`src/rtl/moving_average_envelope.sv`:
```
// Boxcar moving-average envelope: rectify (or square when ENVELOPE_SQUARE_EN is defined),
// accumulate over a 2^LOG2_WINDOW ring, emit one decimated mean per DECIM samples.
module moving_average_envelope #(
    parameter int unsigned LOG2_WINDOW = 3,
    parameter int unsigned DECIM       = 1,
    parameter int unsigned FXP_BITS    = 12
) (
    input  logic        aclk,
    input  logic        aresetn,
    input  logic [31:0] s_axis_data_tdata,
    input  logic        s_axis_data_tvalid,
    output logic        s_axis_data_tready,
    output logic [31:0] m_axis_data_tdata,
    output logic        m_axis_data_tvalid,
    input  logic        m_axis_data_tready
);

    localparam int unsigned WIN   = 1 << LOG2_WINDOW;
    localparam int unsigned ACC_W = 32 + LOG2_WINDOW;

    typedef enum logic {
        FILL,
        RUN
    } state_e;

    state_e                   state_q;
    logic [31:0]              ring_q [WIN];
    logic [LOG2_WINDOW-1:0]   wr_ptr_q;
    logic [LOG2_WINDOW-1:0]   fill_cnt_q;
    logic [7:0]               dec_cnt_q;
    logic [ACC_W-1:0]         acc_q;
    logic [31:0]              m_tdata_q;
    logic                     m_tvalid_q;

    logic [31:0]              rect_d;
    logic [ACC_W-1:0]         sum_d;
    logic [31:0]              env_d;
    logic                     emit_d;
    logic                     accept;

`ifdef ENVELOPE_SQUARE_EN
    logic signed [63:0]       sq_d;

    always_comb begin
        sq_d = ($signed(s_axis_data_tdata) * $signed(s_axis_data_tdata)) >>> FXP_BITS;
        if (sq_d > 64'sh0000_0000_7FFF_FFFF) begin
            rect_d = 32'h7FFF_FFFF;
        end else begin
            rect_d = sq_d[31:0];
        end
    end
`else
    always_comb begin
        if (s_axis_data_tdata == 32'h8000_0000) begin
            rect_d = 32'h7FFF_FFFF;
        end else if (s_axis_data_tdata[31]) begin
            rect_d = -s_axis_data_tdata;
        end else begin
            rect_d = s_axis_data_tdata;
        end
    end
`endif

    // acc always equals the ring sum, so the subtraction cannot underflow.
    always_comb begin
        sum_d  = acc_q + ACC_W'(rect_d) - ACC_W'(ring_q[wr_ptr_q]);
        env_d  = sum_d[ACC_W-1:LOG2_WINDOW];
        emit_d = (state_q == FILL) ? (fill_cnt_q == '1) : (dec_cnt_q == '0);
    end

    assign s_axis_data_tready = !m_tvalid_q || m_axis_data_tready;
    assign accept             = s_axis_data_tvalid && s_axis_data_tready;
    assign m_axis_data_tdata  = m_tdata_q;
    assign m_axis_data_tvalid = m_tvalid_q;

    always_ff @(posedge aclk or negedge aresetn) begin
        if (!aresetn) begin
            state_q    <= FILL;
            wr_ptr_q   <= '0;
            fill_cnt_q <= '0;
            dec_cnt_q  <= '0;
            acc_q      <= '0;
            m_tdata_q  <= '0;
            m_tvalid_q <= 1'b0;
            for (int unsigned i = 0; i < WIN; i++) begin
                ring_q[i] <= '0;
            end
        end else begin
            if (accept) begin
                acc_q            <= sum_d;
                ring_q[wr_ptr_q] <= rect_d;
                wr_ptr_q         <= wr_ptr_q + LOG2_WINDOW'(1);
                case (state_q)
                    FILL: begin
                        fill_cnt_q <= fill_cnt_q + LOG2_WINDOW'(1);
                        if (fill_cnt_q == '1) begin
                            state_q <= RUN;
                            // The window-completing sample is the dec_cnt==0 output.
                            dec_cnt_q <= (DECIM == 1) ? 8'd0 : 8'd1;
                        end
                    end
                    RUN: begin
                        dec_cnt_q <= (dec_cnt_q == 8'(DECIM - 1)) ? 8'd0 : dec_cnt_q + 8'd1;
                    end
                    default: state_q <= FILL;
                endcase
            end

            if (accept && emit_d) begin
                m_tvalid_q <= 1'b1;
                m_tdata_q  <= env_d;
            end else if (m_axis_data_tready) begin
                m_tvalid_q <= 1'b0;
            end
        end
    end

endmodule

```
`config.mk`:
```
export PLATFORM = sky130hd
export DESIGN_NAME = moving_average_envelope
export DESIGN_NICKNAME = d
export VERILOG_FILES = /design/src/rtl/moving_average_envelope.sv
export SDC_FILE = /design/constraint.sdc
export NUM_CORES = 1
export LEC_CHECK = 0
export ABC_AREA = 1
export BUFFER_PORTS_ARGS = -buffer_cell sky130_fd_sc_hd__buf_2
export CORE_AREA = 2 2 178 198
export DETAILED_ROUTE_END_ITERATION = 8
export DIE_AREA = 0 0 180 200
export PLACE_DENSITY = 0.77
export SKIP_CTS_REPAIR_TIMING = 1
export SLEW_MARGIN = 20
export SYNTH_ARGS = -nofsm -noshare
export SYNTH_HDL_FRONTEND = slang
export SYNTH_SLANG_ARGS = --single-unit
```
`constraint.sdc`:
```
create_clock -name aclk -period 3.4 [get_ports aclk]
set_input_delay 0 -clock aclk [delete_from_list [all_inputs] [get_ports aclk]]
set_output_delay 0 -clock aclk [all_outputs]
set_load 0.03 [all_outputs]
```
==> flow_summary.yaml <==
status:
  status: "finished with violations"
  failed_checks: "hold timing, setup timing"
yosys:
  yosys.cell_types.count: 51
  synth_top_family_by_area: "simple AND/OR/NAND/NOR gates"
  synthArstFlopShare_pct: 100
  synth_xor_xnor_area_share_pct: 1.32
  ys_dominant_reg_cell: "dfrtp_1"
  synth_edf_count: 0
  yosysWarnings: 0
  synthesis.area_um2: 19200
  syn_area_per_cell_um2: 7.64
  synth_compound_area_share_pct: 14.4
  synth.area.mux_share_pct: 0.117
  ys_ff_latch: 339
  syn-instance-count: 2512
  syn_nets: 2621
  yosysSeqAreaShare_pct: 44.2
  synthSimpleGateAreaFrac_pct: 25.7
  synthAdderAreaFrac_pct: 6.01
detailed_routing:
  num_vias: 19000
  wl_per_cell_um: 19.2
  totalWireLength_mm: 63.3
  antenna_left: 0
  dr.pass1.iters: 6
  drc_errors: 0
  drt-initial-drc-count: 2043
  vias_per_cell: 5.77
finish:
  regArea_um2: 8490
  nets: 2933
  multi_input_comb_area_um2: 10600
  syn2layout_area_growth_pct: 30.1
  diodes: 0
  fin_cells: 3291
  drive_gt1_share_pct: 28.4
  nFillCells: 2439
sta:
  fin_ws_ps: -229
  fmax_ghz: 0.276
  hold_viol: 2
  drv_slew: 0
  rsz0062_at_grt: "yes"
  tightest_slew_ps: 1020
  relSlewSlack_pct: 31.7
  period_needed_ps: 3630
  setup_viol: 42
  timing.hold.ws_ps: -7.64
  post-route-period-util_pct: 107
  skew_ps: 17.0
grt:
  antenna_found_initial: 0
  grt_overflow_total: 0
  grt_pass1_wl_mm: 94.3
  first_global_vias: 17900
  grt_usage_pct: 33.1
  grt_max_degree: 97
flow_run:
  maxCapViolCount: 0
cts:
  clockBufferDepth: 3
  clkSlewWorstSetupHoldPaths_ps: 60
  cts_sinks: 339
  cts_root_buf: "clkbuf_16"
  htree_levels: 2
  numCtsBuffers: 38
  clk_latency_ps: 550
  cts_tree: "yes"
floorplan:
  core-area_um2: 33800
  die_y_um: 200
  floorplan.initialDensity_pct: 56.7
  die-width_um: 180
  pin_count: 70
  fp.dieArea_um2: 36000
  std_cell_rows: 71
critical_path:
  cp-startpoint: "wr_ptr_q[2]"
  r2r_start: "wr_ptr_q[2]"
  slowest_stage: "dfrtp_2"
  worst_path_most_repeated_cell: "nand2_1"
  critPathMaxStageDelay_ps: 450
  cp.arrival_ps: 4060
  crit_chain: "inv_4 -> nor2_4 -> inv_2 -> buf_12 -> buf_6 -> a21oi_2 -> a221oi_2 -> buf_4 -> fa_1 -> ha_4 -> nand2_1 -> nand2_1 -> inv_1 -> nand2_1 -> nand2_1 -> nand3_2 -> nand2_2 -> nand2_4 -> buf_4 -> nand2_2 -> nand2_2 -> nand2_2 -> nand3_1 -> nand2_1"
  cp.required_ps: 3830
  critPathCaptureType: "flip-flop"
  worstPathMaxFanout: 6
  crit_type: "flip-flop to flip-flop"
  startpoint_type: "flip-flop"
placement:
  place_ws_ps: -469
  hpwl_mm: 42.3
  gp_congestion: 0.941
  place.port_buffers: 69
  dp_cells: 3183
min_path:
  hp-class: "input pin to flip-flop"
  hp-start: "s_axis_data_tdata[3]"
placed cells by master, fill, tap and decap left out, types with 14 or more instances in the layout:
master	Yosys	layout
nand4_1	20	20
o21ai_1	40	81
dfrtp_1	339	336
nor2_1	191	148
o21ai_2	16	20
inv_1	274	256
inv_2	18	35
xor2_1	18	14
a21oi_1	111	74
nor2_2	9	37
nand2_1	775	692
fa_1	32	29
a31oi_1	21	21
nand3_2	13	31
nor2_4	6	21
buf_4	0	276
o22ai_1	16	15
nand2_4	7	20
nand3_1	83	62
o21ai_0	277	231
a21oi_2	0	29
buf_12	0	15
nand2_2	8	78
clkbuf_16	0	39
buf_2	32	68
ha_4	0	30
synthesized netlist by cell type, types with 13 or more instances:
library cell | number | share of area (%)
a31oi_1 | 21 | 0.68
xor2_1 | 18 | 0.82
nand3_1 | 83 | 2.2
inv_2 | 18 | 0.35
nor2_1 | 191 | 3.7
nor3_1 | 19 | 0.50
dfrtp_1 | 339 | 44
clkbuf_1 | 64 | 1.3
nand2_1 | 775 | 15
buf_2 | 32 | 0.83
nand4_1 | 20 | 0.65
o21ai_0 | 277 | 7.2
ha_1 | 41 | 2.7
inv_1 | 274 | 5.4
o21ai_1 | 40 | 1.0
nand3_2 | 13 | 0.68
o21ai_2 | 16 | 0.73
o22ai_1 | 16 | 0.52
a21oi_1 | 111 | 2.9
fa_1 | 32 | 3.3
logic make-up after synthesis:
kind of cell | after synthesis
AND/OR/NAND/NOR | 1157
AO/OA/AOI/OAI | 509
buffers and inverters | 403
flip-flops | 339
adder cells (fa/ha/maj) | 73
XOR/XNOR | 29
multiplexers | 2
through the flow:
| stage | setup TNS [ps] | cell area [um^2] | util [%] | hold WS (ps) |
|---|---|---|---|---|
| detailed placement | -10320 | 21800 | 64.5 | 78.7 |
| floorplan | 0 | 19200 | - | -296 |
| global placement | -8140 | 21800 | 64.5 | 77.3 |
| global route | -9460 | 25000 | 73.7 | 28.6 |
| CTS | -12250 | 23100 | 68.2 | -485 |
| finish | -4210 | 25000 | 73.7 | -7.64 |
sequential cells by signal, summed over array words and instances, names as in the netlist:
name                flops
m_axis_data_tdata      32
state_q                 1
ring_q                256
acc_q                  35
dec_cnt_q               8
fill_cnt_q              3
m_axis_data_tvalid      1
wr_ptr_q                3
worst paths after layout:
| kind | endpoint | slack [ps] | cells after the start |
|---|---|---|---|
| min in group asynchronous | ring_q[164] | 50 | 2 |
| max in group asynchronous | wr_ptr_q[1] | 2270 | 3 |
| hold reg to reg | ring_q[186] | 470 | 2 |
| setup / recovery | acc_q[29] | -230 | 24 |
| setup reg to reg | acc_q[29] | -230 | 24 |
| hold / removal | ring_q[3] | -8 | 4 |
area by class of cell:
class / instances / area share [%]
Multi-Input combinational cell: 1770 / 42.3
Sequential cell: 339 / 34.0
Timing Repair Buffer: 377 / 11.8
Inverter: 296 / 4.53
Clock buffer: 54 / 4.29
Tap cell: 438 / 2.20
Clock inverter: 15 / 0.767
Timing Repair inverter: 2 / 0.0802
layer usage:
metal	routed length (um)	GRT usage, %
met1	24400	42.9
met2	29500	53.9
met3	4930	4.84
met4	4460	18.8
met5	0	0
critical path, delay by kind of cell (launching register included):
kind                     cells  cell delay, ps
AO/OA/AOI/OAI                2             350
adder cells (fa/ha/maj)      2             800
buffers and inverters        7             830
flip-flops                   1             450
AND/OR/NAND/NOR             13            1050
Power is left out: the tool's default activity adds up to more than one toggle a clock period on the data nets, which glitch-free logic cannot reach.
